[config.mk]
export PLATFORM = sky130hd
export DESIGN_NAME = vm_stuff_table
export DESIGN_NICKNAME = d
export VERILOG_FILES = /design/src/rtl/vm_pkg.sv /design/src/rtl/vm_stock_update.sv /design/src/rtl/vm_stuff_table.sv
export SDC_FILE = /design/constraint.sdc
export NUM_CORES = 1
export LEC_CHECK = 0
export BUFFER_PORTS_ARGS = -buffer_cell sky130_fd_sc_hd__buf_2
export CORE_MARGIN = 3
export CORE_UTILIZATION = 35
export CTS_CLUSTER_SIZE = 16
export DETAILED_ROUTE_END_ITERATION = 10
export PLACE_DENSITY_LB_ADDON = 0.12
export SLEW_MARGIN = 20
export SYNTH_ARGS = -nofsm -noshare
export SYNTH_HDL_FRONTEND = slang
export SYNTH_SLANG_ARGS = --single-unit
[constraint.sdc]
create_clock -name clock -period 2.98 [get_ports clock]
set_input_delay 0.149 -clock clock [delete_from_list [all_inputs] [get_ports clock]]
set_output_delay 0.149 -clock clock [all_outputs]
set_load 0.02 [all_outputs]
[src/rtl/vm_pkg.sv]
// vm_pkg: shared state encoding, entry layout and default sizes for the
// vending-machine product table.
package vm_pkg;

  localparam int DEF_NUM_ITEMS = 8;
  localparam int DEF_PRICE_W   = 7;
  localparam int DEF_STOCK_W   = 4;

  typedef enum logic [1:0] {
    ST_IDLE  = 2'd0,
    ST_LOAD  = 2'd1,
    ST_READY = 2'd2
  } vm_state_t;

  // Stock sits in the LSBs so a table word is {price, stock}.
  typedef struct packed {
    logic [DEF_PRICE_W-1:0] price;
    logic [DEF_STOCK_W-1:0] stock;
  } vm_entry_t;

endpackage

[src/rtl/vm_stock_update.sv]
// vm_stock_update: combinational next-stock for one slot. Applies an optional
// restock quantity and a vend request, saturating at the field maximum and
// never going below zero. ack reports whether the vend may be honoured.
module vm_stock_update
  import vm_pkg::*;
#(
  parameter int STOCK_W = DEF_STOCK_W
) (
  input  logic [STOCK_W-1:0] stock_cur,
  input  logic               vend,
  input  logic [STOCK_W-1:0] add_qty,
  output logic [STOCK_W-1:0] stock_nxt,
  output logic               ack
);

  localparam logic [STOCK_W:0] STOCK_MAX = {1'b0, {STOCK_W{1'b1}}};

  logic [STOCK_W:0] sum;
  logic [STOCK_W:0] net;

  // Add first, so a same-cycle restock can cover a vend on an empty slot.
  always_comb begin
    sum       = {1'b0, stock_cur} + {1'b0, add_qty};
    ack       = vend && (sum != '0);
    net       = sum - {{STOCK_W{1'b0}}, ack};
    stock_nxt = (net > STOCK_MAX) ? {STOCK_W{1'b1}} : net[STOCK_W-1:0];
  end

endmodule

[src/rtl/vm_stuff_table.sv]
// vm_stuff_table: product table for the vending machine. Entries are streamed
// in after load_start, looked up through a registered read port, and
// decremented by vend requests with a one-cycle ack/nack response.
// Optional restock port enabled by defining VM_STUFF_RESTOCK_EN.
//
// state    | meaning
// ---------+-----------------------------------------------------------
// ST_IDLE  | after reset, table empty, waiting for load_start
// ST_LOAD  | accepting load beats into ascending slots
// ST_READY | table complete, vends (and restocks) allowed
module vm_stuff_table
  import vm_pkg::*;
#(
  parameter  int NUM_ITEMS = DEF_NUM_ITEMS,
  parameter  int PRICE_W   = DEF_PRICE_W,
  parameter  int STOCK_W   = DEF_STOCK_W,
  localparam int IDX_W     = $clog2(NUM_ITEMS),
  localparam int DATA_W    = PRICE_W + STOCK_W
) (
  input  logic                 clock,
  input  logic                 reset_n,
  input  logic                 load_start,
  input  logic                 load_valid,
  input  logic [DATA_W-1:0]    load_data,
  output logic                 load_ready,
  output logic                 table_valid,
  input  logic [IDX_W-1:0]     rd_idx,
  output logic [DATA_W-1:0]    rd_data,
  input  logic                 vend_req,
  input  logic [IDX_W-1:0]     vend_idx,
  output logic                 vend_ack,
  output logic                 vend_nack,
`ifdef VM_STUFF_RESTOCK_EN
  input  logic                 restock_req,
  input  logic [IDX_W-1:0]     restock_idx,
  input  logic [STOCK_W-1:0]   restock_qty,
`endif
  output logic [NUM_ITEMS-1:0] empty_mask
);

  localparam logic [IDX_W:0]   NUM_L    = (IDX_W+1)'(NUM_ITEMS);
  localparam logic [IDX_W-1:0] LAST_IDX = IDX_W'(NUM_ITEMS - 1);

  vm_state_t            state_q, state_d;
  logic [IDX_W-1:0]     ptr_q, ptr_d;
  logic                 beat_acc;

  logic [DATA_W-1:0]    entry_q [NUM_ITEMS];
  logic [DATA_W-1:0]    entry_d [NUM_ITEMS];
  logic [STOCK_W-1:0]   stock_nxt [NUM_ITEMS];
  logic [STOCK_W-1:0]   add_qty [NUM_ITEMS];
  logic [NUM_ITEMS-1:0] vend_hit;
  logic [NUM_ITEMS-1:0] slot_ack;
  logic [NUM_ITEMS-1:0] empty_d;
  logic                 vend_in_rng;
  logic                 vend_ok;
  logic                 rd_in_rng;
  logic [DATA_W-1:0]    rd_d;
`ifdef VM_STUFF_RESTOCK_EN
  logic                 restock_in_rng;
`endif

  // Next-state, load pointer and status outputs; load_start always wins.
  always_comb begin
    state_d     = state_q;
    ptr_d       = ptr_q;
    load_ready  = 1'b0;
    table_valid = 1'b0;
    beat_acc    = 1'b0;
    case (state_q)
      ST_IDLE: begin
        if (load_start) begin
          state_d = ST_LOAD;
          ptr_d   = '0;
        end
      end
      ST_LOAD: begin
        load_ready = 1'b1;
        if (load_start) begin
          ptr_d = '0;
        end else if (load_valid) begin
          beat_acc = 1'b1;
          if (ptr_q == LAST_IDX) begin
            ptr_d   = '0;
            state_d = ST_READY;
          end else begin
            ptr_d = ptr_q + 1'b1;
          end
        end
      end
      ST_READY: begin
        table_valid = 1'b1;
        if (load_start) begin
          state_d = ST_LOAD;
          ptr_d   = '0;
        end
      end
      default: begin
        state_d = ST_IDLE;
        ptr_d   = '0;
      end
    endcase
  end

  // Per-slot decode of vend and restock hits; only READY may touch stock.
  always_comb begin
    vend_in_rng = ({1'b0, vend_idx} < NUM_L);
`ifdef VM_STUFF_RESTOCK_EN
    restock_in_rng = ({1'b0, restock_idx} < NUM_L);
`endif
    for (int i = 0; i < NUM_ITEMS; i++) begin
      vend_hit[i] = vend_req && (state_q == ST_READY) && vend_in_rng &&
                    (vend_idx == IDX_W'(i));
      add_qty[i]  = '0;
`ifdef VM_STUFF_RESTOCK_EN
      if (restock_req && (state_q == ST_READY) && restock_in_rng &&
          (restock_idx == IDX_W'(i)))
        add_qty[i] = restock_qty;
`endif
    end
  end

  for (genvar g = 0; g < NUM_ITEMS; g++) begin : g_slot
    vm_stock_update #(
      .STOCK_W (STOCK_W)
    ) u_upd (
      .stock_cur (entry_q[g][STOCK_W-1:0]),
      .vend      (vend_hit[g]),
      .add_qty   (add_qty[g]),
      .stock_nxt (stock_nxt[g]),
      .ack       (slot_ack[g])
    );
  end

  // At most one slot is hit, so any acking slot means the request is acked.
  assign vend_ok = |(vend_hit & slot_ack);

  // Table update: clear on load_start, else load beat, else stock changes.
  // A vend coinciding with load_start in READY is still answered, but the
  // clear overrides its decrement.
  always_comb begin
    for (int i = 0; i < NUM_ITEMS; i++) begin
      entry_d[i] = entry_q[i];
      if (load_start)
        entry_d[i] = '0;
      else if (beat_acc && (ptr_q == IDX_W'(i)))
        entry_d[i] = load_data;
      else if (state_q == ST_READY)
        entry_d[i][STOCK_W-1:0] = stock_nxt[i];
      empty_d[i] = (entry_d[i][STOCK_W-1:0] == '0);
    end
  end

  // Lookup reads the pre-edge table, so a same-cycle write returns old data.
  always_comb begin
    rd_in_rng = ({1'b0, rd_idx} < NUM_L);
    rd_d      = rd_in_rng ? entry_q[rd_idx] : '0;
  end

  // State, table and registered outputs.
  always_ff @(posedge clock or negedge reset_n) begin
    if (!reset_n) begin
      state_q    <= ST_IDLE;
      ptr_q      <= '0;
      rd_data    <= '0;
      vend_ack   <= 1'b0;
      vend_nack  <= 1'b0;
      empty_mask <= '1;
      for (int i = 0; i < NUM_ITEMS; i++) entry_q[i] <= '0;
    end else begin
      state_q    <= state_d;
      ptr_q      <= ptr_d;
      rd_data    <= rd_d;
      vend_ack   <= vend_req && vend_ok;
      vend_nack  <= vend_req && !vend_ok;
      empty_mask <= empty_d;
      for (int i = 0; i < NUM_ITEMS; i++) entry_q[i] <= entry_d[i];
    end
  end

endmodule

======== Word level (Yosys, flattened, before mapping) ========
Index checks and enable logic that the tools add are counted.
cells by class
  bitwise logic cells ..................... 2
  reduce and logical (&&, ||, !) cells .... 59
  eq/ne operators ......................... 21
  add/sub/neg operators ................... 9
  order comparisons ....................... 9
  muxes and demuxes ....................... 58
operators by type and width
  operator              number
  $mux W11              10
  $mux W4               24
  $mux W7               8
  $gt A5 B4 Y1 const B  8
  $reduce_bool A5 Y1    8
  $sub A4 B1 Y5         8
  $bmux W11 S3          1
  $logic_not A4 Y1      8
  $logic_and A1 B1 Y1   27
  $eq A3 B3 Y1 const B  8
  $reduce_bool A2 Y1    8
  $eq A3 B2 Y1 const B  4
  $mux W3               4
  $and A8 B8 Y8         1
  $mux W2               4
  $reduce_or A8 Y1      1
  $eq A3 B1 Y1 const B  2
  $logic_not A3 Y1      2
  $ne A2 B2 Y1 const B  3
  $pmux W3 S2           1
  $mux W1               5
  $ge A4 B4 Y1 const B  1
  $not A3 Y4            1
  $pmux W2 S2           1
  10 further kinds      10
storage, ports and cells
  bits of input ports ..................... 22
  bits in registers ....................... 114
  output and inout port bits .............. 23
  word-level logic and storage cells ...... 180

======== Depth between registers and ports, before layout ========
  depth after elaboration ................. 11
  mapped depth ............................ 9
  depth with buffers taken out ............ 8

======== Cells and area by module ========
Synthesis repeated with hierarchy kept, for this count alone.
second synthesis, totals
  cells, all modules ...................... 829
  area total of the unflattened synthesis .. 8,325.5 um^2
modules (own cells, without submodules)
  module           area each (um^2)  sequential area each (um^2)  times used  cells each
  vm_stuff_table   6,083.3           2,862.7                      1           533
  vm_stock_update  280.3             0.0                          8           37

======== Least setup slack after synthesis ========
OpenSTA, ideal clock, no wires.
  path type ............................... register to register
  start ................................... reg state_q[0]
  end ..................................... reg empty_mask[5]
  data arrival time ....................... 2.000 ns
  setup slack ............................. 0.884 ns
  cell stages (with the launch flop) ...... 10
  period minus slack after synthesis ...... 2.096 ns
  library setup time ...................... 0.097 ns
  required time ........................... 2.883 ns
  buffers on the path ..................... 1
  cell sequence ........................... dfrtp_1 -> buf_2 -> nand4b_1 -> a311oi_1 -> ha_1 -> ha_1 -> nand3b_1 -> xor2_1 -> a21oi_1 -> nor4_1
RTL lines
  item                    line                   RTL
  start, declared         vm_stuff_table.sv:44   vm_state_t state_q, state_d;
  start signal, assigned  vm_stuff_table.sv:171  state_q <= state_d;
  end signal, assigned    vm_stuff_table.sv:176  empty_mask <= empty_d;
  end, declared           vm_stuff_table.sv:38   output logic [NUM_ITEMS-1:0] empty_mask

==> results.md <==
* Outcome: completed
* DRT antenna net count at 0
* Leading area contributor after synthesis: dfrtp_1
* GR Layer Usage met1 at roughly 28%
* CTS buffer count at 17
* Setup TNS Final at 0 ns
* Final Util at between 40% and 50%
* Yosys Warn Count at 0
* Most common cell after layout, fill and taps aside: nand2_1
* Largest cells by area after synthesis: dfrtp_1 (43%), mux4_2 (8.0%), nand2_1 (7.6%), a21oi_1 (6.5%), ha_1 (4.4%)
* Via density per instance at 5.61
* Die height at around 140 um
* Startpoint types: flop
* # rows at 48
* Grt ovf at 0
* Port Buffers at between 40 and 50
* Cell-internal power at roughly 3.2 mW
* Multiplexer area fraction after synthesis at 9.80%
* 1st-iter DRT viols at approximately 350
* M2 GR Usage at between 30% and 40%
* Final WL at about 19 mm
* CTS tree: built
* Post-synthesis sequential area ratio at between 40% and 50%
* Synthesized area per cell at 9.83 sq um
* Compound-Gate Fraction of Synth Area at 14.1%
* Largest net degree at the start of global routing at 66
* Hold Vio Cnt, Final at 0
* Clk pwr share at between 50% and 60%
* Tcrit/Tclk final at approximately 88%
* Combinational power share at approximately 7.2%
* Post-Synth Adder-Cell Area at around 4.4%
* Io pins at 45
* Main flop type after synthesis: dfrtp_1
* # fillers at between 1500 and 2000
* Fraction of registers with async set/reset at between 90% and 100%
* Root Driver: clkbuf_16
* Remaining DRCs at 0
* Vias at 5089
* Net count reported at finish at between 700 and 800
* Most frequent cells in the layout: nand2_1 (125), dfrtp_1 (106), a21oi_1 (81)
* Storage cell area at approximately 2900 sq um
* Routability Congestion at around 0.89
* Initial Util at 35.9%
* CTS HTree Levels at 4
* Critical Path Fanout Max at 10
* Worst slew margin at between 40% and 50%
* Final worst slack at between 0.3 and 0.4 ns
* Reg2reg setup slack at between 0.3 and 0.4 ns
* First-pass GRT wire length at 29.4 mm
* Crit path DAT at 2.93 ns
* Sequential fraction of design power at 38.5%
* Max Cap Viol at 0
* Post-synth EDFFs at 0
* Clock period minus worst slack at between 2 and 3 ns
* #FFs+latches synth at about 110
* Hold Path Class: input pin to flop
* GR peak layer: met2
* Largest family of logic cells by synthesized area: simple AND/OR/NAND/NOR gates
* Max Fclk at 0.380 GHz
* HPWL Detailed at about 13 mm
* Xor and xnor fraction of the mapped netlist area at under 10%
* CP required at 3.28 ns
* Post-Synth Simple-Gate Area at between 10% and 20%
* Worst-Margin Slew at 0.840 ns
* Leakage at 2.95 nW
* Post-CTS Setup Bufs at 0
* Syn Std Cell Area at between 6000 and 7000 sq um
* Sw Ratio at approximately 22%
* Final Setup Violations at 0
* Post-Place Setup Slack at 0.411 ns
* Critical path class: flop to flop
* Total Routing Usage GR at 19.7%
* Die area at ~19000 sq um
* PwrDens at around 560 nW/um^2
* RSZ-0062 raised after global routing: no
* First-pass DRT Iterations at 5
* Final Skew at around 0.0085 ns
* Area grow syn2layout at 18.4%
* Clock Latency Late Sink at slightly above 0.4 ns
* Area occupied by multi-input gates at 3010 sq um
* CTS sink count at 114
* Clk slew on worst S/H paths at ~0.050 ns
* Cells after Synth at around 630
* Met3 Usage GRT at between 4 and 5%
* WL/cell at about 21 um
* CP Capture Type: flop
* Post-synth net total at between 600 and 700
* # diodes at 0
* Die X at 139 um
* Initial antenna violation count at 0
* Net Sw Power at around 930 uW
* Count of cell types in the netlist at between 40 and 50
* Vias in the first global route at roughly 5100
* Top-area cell type share of the netlist area at a little over two fifths
* Core area at about 17000 sq um
* Worst vdd ir at between 0.3 and 0.4 mV
* Bufs on Longest Clock Path at 2
* Slew Viols, Final at 0
* Layout cells sized above 1 at 22.6%
==> logic make-up (layout without fill, tap and decap cells) <==
family	Yosys count	in the layout
DFF	114	114
muxes	32	32
and+or+nand+nor	238	238
adders and majority gates	22	22
xor gates and xnor gates	8	8
buffers and inverters	80	131
AOI/OAI and AO/OA	137	137
==> sequential cells by signal (all words and copies together) (netlist names) <==
name,cells
empty_mask,8
entry_q,88
vend_nack,1
vend_ack,1
state_q,2
rd_data,11
ptr_q,3
==> per-layer routing <==
layer  share of wire, %  wire, um
met5                  0         0
met1                 47      8700
met3                5.7      1070
met4                2.0       372
met2                 46      8540
==> cell usage after synthesis (13+ instances only) <==
cell type and count:
a21oi_1 81, clkbuf_1 27, dfrtp_1 106, ha_1 22, inv_1 32, mux4_2 22, nand2_1 125, nand3_1 15
nand3b_1 23, nor2_1 20, nor3_1 13, o221ai_1 15
==> cell type report <==
| cell class | instances | area share, % |
|---|---|---|
| clock inverters | 9 | 2.40 |
| well taps | 225 | 3.84 |
| repair buffers | 66 | 5.52 |
| flip-flops and latches | 114 | 39.0 |
| multi-input cells | 437 | 41.0 |
| inverters | 33 | 1.69 |
| clock buffers | 23 | 6.51 |
==> power groups by stage <==
stage / sequential [mW] / clock, mW / combinational [mW]
after floorplan: 1.63 / 0 / 0.161
after global placement: 1.62 / 0 / 0.296
after detailed placement: 1.62 / 0 / 0.298
after CTS: 1.59 / 2.29 / 0.301
after global routing: 1.60 / 2.36 / 0.326
final: 1.59 / 2.25 / 0.298
==> through the flow <==
stage / cells / total power [mW] / cell area [sq um] / hold WS [ns]
after CTS: 907 / 4.19 / 7340 / 0.0393
after global routing: 907 / 4.28 / 7340 / 0.0554
after floorplan: 631 / 1.79 / 6200 / -0.147
after detailed placement: 873 / 1.92 / 6670 / 0.230
final: 907 / 4.15 / 7340 / 0.0548
after global placement: 873 / 1.92 / 6670 / 0.213
==> timing repair <==
action	4_1_cts	5_1_grt
endpoints found under the hold margin	44	0
hold buffers	2	0
gates resized for setup	0	0
==> critical path: stages, from the launching register on <==
cell,delay [ns]
dfrtp_1,0.51
buf_4,0.24
nand4b_1,0.26
a311oi_1,0.39
ha_1,0.27
ha_1,0.16
nand3b_1,0.09
xor2_1,0.14
a21oi_1,0.10
nor4_1,0.36
==> worst paths after layout <==
path	from	endpoint	depth (start not counted)
setup / recovery	state_q[1]	empty_mask[7]	9
min in group asynchronous	reset_n	entry_q[70]	2
hold / removal	load_data[10]	entry_q[65]	3
max in group asynchronous	reset_n	empty_mask[6]	3
hold reg to reg	entry_q[4]	entry_q[4]	2
setup reg to reg	state_q[1]	empty_mask[7]	9
No activity file was read; power rests on OpenSTA's default activity.
